==> config.mk <==
export PLATFORM = sky130hd
export DESIGN_NAME = axi_lite_rd_arb
export DESIGN_NICKNAME = d
export VERILOG_FILES = /design/src/rtl/axi_lite_pkg.sv /design/src/rtl/rr_arb2.sv /design/src/rtl/axi_lite_rd_arb.sv
export SDC_FILE = /design/constraint.sdc
export NUM_CORES = 1
export LEC_CHECK = 0
export BUFFER_PORTS_ARGS = -buffer_cell sky130_fd_sc_hd__buf_2
export CORE_AREA = 2 2 121 123
export DETAILED_ROUTE_END_ITERATION = 8
export DIE_AREA = 0 0 123 125
export GPL_TIMING_DRIVEN = 0
export PLACE_DENSITY = 0.53
export SETUP_SLACK_MARGIN = 0.15
export SYNTH_ARGS = -nofsm -noshare
export SYNTH_HDL_FRONTEND = slang
export SYNTH_SLANG_ARGS = --single-unit
==> constraint.sdc <==
create_clock -name clk -period 1.95 [get_ports clk]
set_input_delay 0.39 -clock clk [delete_from_list [all_inputs] [get_ports clk]]
set_output_delay 0.39 -clock clk [all_outputs]
set_load 0.05 [all_outputs]
==> src/rtl/axi_lite_pkg.sv <==
`default_nettype none
// +----------------------------------------------------------------------+
// | axi_lite_pkg: shared AXI-lite widths, response codes, read FSM states |
// | Revision: 1.0                                                         |
// +----------------------------------------------------------------------+
package axi_lite_pkg;

  localparam int AXI_ADDR_W = 32;
  localparam int AXI_DATA_W = 64;

  localparam logic [1:0] RESP_OKAY   = 2'b00;
  localparam logic [1:0] RESP_SLVERR = 2'b10;

  typedef enum logic [1:0] {
    RD_IDLE = 2'd0,
    RD_ADDR = 2'd1,
    RD_DATA = 2'd2
  } rd_state_e;

endpackage
`default_nettype wire

==> src/rtl/rr_arb2.sv <==
`default_nettype none
// +----------------------------------------------------------------------+
// | rr_arb2: two-input round-robin picker; a tie goes to the non-last one |
// | Revision: 1.0                                                         |
// +----------------------------------------------------------------------+
module rr_arb2 (
  input  logic       clk,
  input  logic       rst,
  input  logic [1:0] req,
  input  logic       advance,
  output logic [1:0] gnt
);

  logic r_last_grant;

  always_comb begin
    gnt = 2'b00;
    case (req)
      2'b01:   gnt = 2'b01;
      2'b10:   gnt = 2'b10;
      2'b11:   gnt = r_last_grant ? 2'b01 : 2'b10;
      default: gnt = 2'b00;
    endcase
  end

  // Reset value 1 makes master 0 the winner of the first tie.
  always_ff @(posedge clk or negedge rst) begin
    if (!rst) begin
      r_last_grant <= 1'b1;
    end else if (advance && (gnt != 2'b00)) begin
      r_last_grant <= gnt[1];
    end
  end

endmodule
`default_nettype wire

==> src/rtl/axi_lite_rd_arb.sv <==
`default_nettype none
// +----------------------------------------------------------------------+
// | axi_lite_rd_arb: 2-master to 1-slave AXI-lite read arbiter, one read  |
// | outstanding, registered slave address.   Revision: 1.0                |
// +----------------------------------------------------------------------+
module axi_lite_rd_arb
  import axi_lite_pkg::*;
#(
  parameter int ADDR_W = AXI_ADDR_W,
  parameter int DATA_W = AXI_DATA_W
) (
  input  logic              clk,
  input  logic              rst,
  input  logic [ADDR_W-1:0] m0_araddr,
  input  logic              m0_arvalid,
  output logic              m0_arready,
  output logic [DATA_W-1:0] m0_rdata,
  output logic [1:0]        m0_rresp,
  output logic              m0_rvalid,
  input  logic              m0_rready,
  input  logic [ADDR_W-1:0] m1_araddr,
  input  logic              m1_arvalid,
  output logic              m1_arready,
  output logic [DATA_W-1:0] m1_rdata,
  output logic [1:0]        m1_rresp,
  output logic              m1_rvalid,
  input  logic              m1_rready,
  output logic [ADDR_W-1:0] s_araddr,
  output logic              s_arvalid,
  input  logic              s_arready,
  input  logic [DATA_W-1:0] s_rdata,
  input  logic [1:0]        s_rresp,
  input  logic              s_rvalid,
  output logic              s_rready
);

  rd_state_e         r_state;
  rd_state_e         w_state_nxt;
  logic              r_grant;
  logic [ADDR_W-1:0] r_addr_q;
  logic [1:0]        w_gnt;
  logic              w_idle;
  logic              w_gnt_rready;

  assign w_idle       = (r_state == RD_IDLE);
  assign w_gnt_rready = r_grant ? m1_rready : m0_rready;
  assign s_araddr     = r_addr_q;

  rr_arb2 u_rr_arb2 (
    .clk     (clk),
    .rst     (rst),
    .req     ({m1_arvalid, m0_arvalid}),
    .advance (w_idle),
    .gnt     (w_gnt)
  );

  always_ff @(posedge clk or negedge rst) begin
    if (!rst) begin
      r_state  <= RD_IDLE;
      r_grant  <= 1'b0;
      r_addr_q <= '0;
    end else begin
      r_state <= w_state_nxt;
      if (w_idle && (w_gnt != 2'b00)) begin
        r_grant  <= w_gnt[1];
        r_addr_q <= w_gnt[1] ? m1_araddr : m0_araddr;
      end
    end
  end

  always_comb begin
    w_state_nxt = r_state;
    m0_arready  = 1'b0;
    m1_arready  = 1'b0;
    s_arvalid   = 1'b0;
    s_rready    = 1'b0;
    m0_rvalid   = 1'b0;
    m0_rdata    = '0;
    m0_rresp    = RESP_OKAY;
    m1_rvalid   = 1'b0;
    m1_rdata    = '0;
    m1_rresp    = RESP_OKAY;
    case (r_state)
      RD_IDLE: begin
        // Gated by rst so no handshake can be reported while held in reset.
        m0_arready = rst & w_gnt[0];
        m1_arready = rst & w_gnt[1];
        if (w_gnt != 2'b00) w_state_nxt = RD_ADDR;
      end
      RD_ADDR: begin
        s_arvalid = 1'b1;
        if (s_arready) w_state_nxt = RD_DATA;
      end
      RD_DATA: begin
        s_rready = w_gnt_rready;
        if (r_grant) begin
          m1_rvalid = s_rvalid;
          m1_rdata  = s_rdata;
          m1_rresp  = s_rresp;
        end else begin
          m0_rvalid = s_rvalid;
          m0_rdata  = s_rdata;
          m0_rresp  = s_rresp;
        end
        if (s_rvalid && w_gnt_rready) w_state_nxt = RD_IDLE;
      end
      default: w_state_nxt = RD_IDLE;
    endcase
  end

endmodule
`default_nettype wire

==> metrics.txt <==
# TYPE chip_impl_metric gauge
chip_impl_metric{name="maxCapViolCount",unit=""} 0
chip_impl_metric{name="worst_slack",unit="ps"} -109
chip_impl_info{name="grt_setup_unrepaired",value="yes"} 1
chip_impl_metric{name="final_nets",unit=""} 750
chip_impl_info{name="regToRegStartpoint",value="u_rr_arb2.r_last_grant"} 1
chip_impl_metric{name="rows",unit=""} 44
chip_impl_metric{name="cp.depth",unit=""} 7
chip_impl_metric{name="via_per_inst",unit=""} 4.23
chip_impl_metric{name="syn_avg_cell_area",unit="µm²"} 10.6
chip_impl_metric{name="arrival",unit="ps"} 1670
chip_impl_metric{name="num_io_pins",unit=""} 308
chip_impl_metric{name="skew",unit="ps"} 5.69
chip_impl_metric{name="leakagePower",unit="nW"} 3.58
chip_impl_metric{name="first_global_vias",unit=""} 3621
chip_impl_info{name="setup.worst_path.end_class",value="output port"} 1
chip_impl_metric{name="final_core_util",unit=""} 0.493
chip_impl_metric{name="power.share.combinational",unit=""} 0.754
chip_impl_info{name="startpoint_class_of_the_critical_path",value="flip-flop"} 1
chip_impl_info{name="critical_path_class",value="flip-flop to output port"} 1
chip_impl_info{name="synth_flop_cell",value="dfrtp_1"} 1
chip_impl_metric{name="period_needed",unit="ps"} 2060
chip_impl_info{name="cts_tree",value="built"} 1
chip_impl_metric{name="clock.fmax",unit="MHz"} 486
chip_impl_metric{name="place.gp.congestion",unit=""} 0.926
chip_impl_info{name="critical_path.top_delay_family",value="buffers and inverters"} 1
chip_impl_info{name="run_status",value="finished, violations left"} 1
chip_impl_metric{name="nFillCells",unit=""} 1264
chip_impl_metric{name="ant_nets",unit=""} 0
chip_impl_metric{name="cts.reportedPaths.clkPinSlew",unit="ps"} 60
chip_impl_metric{name="dp.cells",unit=""} 767
chip_impl_metric{name="first_pass_iters",unit=""} 4
chip_impl_metric{name="detailedPlacementHpwl",unit="µm"} 9030
chip_impl_metric{name="final-instance-count-excl-fill",unit=""} 798
chip_impl_metric{name="wirelength",unit="µm"} 13500
chip_impl_metric{name="numPortBuffers",unit=""} 307
chip_impl_info{name="hp-class",value="input port to asynchronous set/reset pin"} 1
chip_impl_metric{name="crit_fanout",unit=""} 5
chip_impl_metric{name="floorplan.die_area",unit="mm²"} 0.0154
chip_impl_metric{name="ctsLongestPathBuffers",unit=""} 2
chip_impl_metric{name="drive_gt1_frac",unit=""} 0.899
chip_impl_metric{name="synth_warnings",unit=""} 0
chip_impl_metric{name="area_growth_syn_to_layout",unit="%"} 139
chip_impl_metric{name="pre_cts_ws",unit="ps"} -476
chip_impl_metric{name="finalHoldViolCount",unit=""} 0
chip_impl_metric{name="synthesis.nets",unit=""} 414
chip_impl_metric{name="p_int",unit="W"} 0.00490
chip_impl_metric{name="grt_remaining_overflow",unit=""} 0
chip_impl_metric{name="remaining_drc_errors",unit=""} 0
chip_impl_metric{name="max-vdd-ir-drop",unit="mV"} 0.570
chip_impl_metric{name="synth_enable_flop_cells",unit=""} 0
chip_impl_metric{name="whs",unit="ps"} 69.5
chip_impl_metric{name="pwr-share-clk",unit=""} 0.102
chip_impl_metric{name="crit_required",unit="ps"} 1560
chip_impl_metric{name="clock_latency_on_the_worst_skew_pair",unit="ps"} 280
chip_impl_metric{name="final_min_period_over_clock_period",unit=""} 1.06
chip_impl_metric{name="reg2regPathDepth",unit=""} 6
chip_impl_metric{name="core_region_area",unit="mm²"} 0.0142
chip_impl_metric{name="worstMarginPinSlew",unit="ps"} 480
chip_impl_metric{name="die_width",unit="µm"} 123
chip_impl_metric{name="synth_seq_area_share",unit=""} 0.308
chip_impl_metric{name="numCtsBuffers",unit=""} 5
chip_impl_info{name="failed_checks",value="negative setup slack"} 1
chip_impl_metric{name="powerDensity",unit="mW/mm²"} 1360
chip_impl_metric{name="avgRoutedWirePerCell",unit="µm"} 16.9
chip_impl_metric{name="grt_antenna_before_repair",unit=""} 1
chip_impl_metric{name="slowest_stage_delay_on_critical_path",unit="ps"} 420
chip_impl_metric{name="ctsHoldBuffers",unit=""} 0
chip_impl_info{name="root_buffer",value="clkbuf_16"} 1
chip_impl_metric{name="tritoncts_num_sinks",unit=""} 36
chip_impl_metric{name="start_util",unit=""} 0.206
chip_impl_metric{name="timing_max_transition_violations_final",unit=""} 0
chip_impl_metric{name="cp_num_buf_inv",unit=""} 4
chip_impl_info{name="critical-path-top-cell-by-count",value="buf_8"} 1
chip_impl_metric{name="power.sequential.fraction",unit=""} 0.144
chip_impl_metric{name="postSynthCellCount",unit=""} 276
chip_impl_info{name="timing.critical_path.cells",value="nand2b_4, nor2_4, buf_12, buf_8, clkbuf_16, and2_4, buf_8"} 1
chip_impl_metric{name="setup_viol",unit=""} 116
chip_impl_metric{name="grt_start_max_net_pins",unit=""} 39
chip_impl_metric{name="grt_pass1_wl",unit="µm"} 19300
chip_impl_metric{name="ys_seq_elements",unit=""} 36
chip_impl_metric{name="htree_num_levels",unit=""} 2
chip_impl_metric{name="timing.max_slew.rel_slack",unit=""} 0.680
chip_impl_metric{name="async_flop_share",unit=""} 1.00
chip_impl_metric{name="p_sw",unit="W"} 0.00461
chip_impl_metric{name="initial_drc_count",unit=""} 81
chip_impl_metric{name="net_switching_fraction_of_the_power",unit=""} 0.485
chip_impl_metric{name="routed_vias",unit=""} 3378
chip_impl_info{name="critical_path_slowest_stage_cell",value="dfrtp_2"} 1
chip_impl_metric{name="synth.cell_area",unit="mm²"} 0.00293
chip_impl_metric{name="die_height",unit="µm"} 125
chip_impl_metric{name="yosysUniqueCellTypes",unit=""} 25
chip_impl_metric{name="grt_overall_usage",unit=""} 0.160
chip_impl_info{name="cp-startpoint",value="r_state[0]"} 1
==> through the flow <==
stage	power, W	area, µm²	TNS, ps
finish	0.00950	7000	-6670
global route	0.00988	7000	-14140
CTS	0.00914	6620	-10380
detailed placement	0.00691	4870	-31760
global placement	0.00686	4870	-30480
floorplan	0.00568	3100	0
==> cells in the final DEF (no fill, tap or decap), types with 2 or more instances in the layout <==
cell type,count
mux2_2,10
buf_4,13
buf_12,6
buf_6,27
buf_2,169
buf_8,129
clkbuf_8,2
dfrtp_1,33
mux2_4,54
inv_1,2
and2_1,15
nor2_4,2
dfrtp_2,2
nor2b_1,2
clkbuf_16,11
and2_4,119
==> cell type report <==
type | count | area (µm²) | area share
clock buffers | 7 | 153 | 0.0218
diodes | 1 | 2.50 | 0.000357
repair buffers | 329 | 3100 | 0.443
flip-flops and latches | 36 | 905 | 0.129
multi-input cells | 216 | 2210 | 0.316
clock inverters | 1 | 30.0 | 0.00429
plain buffers | 22 | 362 | 0.0516
inverters | 2 | 7.51 | 0.00107
well taps | 184 | 230 | 0.0329
==> power by group through the flow <==
stage	Clock [W]	Combinational [W]	Sequential [W]
CTS	0.000998	0.00678	0.00137
finish	0.000970	0.00716	0.00137
detailed placement	0	0.00553	0.00138
floorplan	0	0.00311	0.00257
global route	0.00103	0.00742	0.00142
global placement	0	0.00549	0.00137
==> flip-flops by register name, indices dropped and copies added (netlist names) <==
signal	flops
u_rr_arb2.r_last_grant	1
r_state	2
r_grant	1
s_araddr	32
==> layer usage <==
| layer | vias to the layer above | share of wire | global-route usage |
|---|---|---|---|
| li1 | 1572 | - | - |
| met1 | 1633 | 0.37 | 0.180 |
| met2 | 151 | 0.55 | 0.303 |
| met3 | 22 | 0.060 | 0.0274 |
| met4 | 0 | 0.022 | 0.0461 |
| met5 | - | 0 | 0 |
==> cell families (layout without fill, tap and decap cells) <==
group / after synthesis / count (layout) / synth area share
other: 0 / 1 / 0
buffers and inverters: 24 / 361 / 0.0521
flip-flops: 36 / 36 / 0.308
AO/OA/AOI/OAI: 7 / 7 / 0.0171
multiplexers: 65 / 65 / 0.319
AND/OR/NAND/NOR: 144 / 144 / 0.304
==> timing repair <==
action	in CTS	in global routing
cloned	4	4
pin swaps	33	25
gates resized for setup	435	93
buffers inserted	10	4
endpoints found under the setup margin	136	157
==> synth_stat cells (2+ instances only) <==
master	number	area, µm²
and2_1	134	838
buf_12	2	40.0
buf_2	3	15.0
buf_4	3	22.5
buf_6	2	22.5
clkbuf_1	12	45.0
dfrtp_1	35	876
inv_1	2	7.51
mux2_2	10	113
mux2_4	54	811
nor2_1	4	15.0
nor2b_1	2	12.5
==> final timing paths <==
path | to | slack [ps]
worst max-delay path | m1_rdata[58] | -110
worst min-delay path | s_araddr[21] | 70
worst max register to register | s_araddr[18] | 200
worst min register to register | s_araddr[15] | 500
max in group asynchronous | r_state[1] | 1510
min in group clk | u_rr_arb2.r_last_grant | 300
Note: power is estimated with default switching activity, not from simulation.
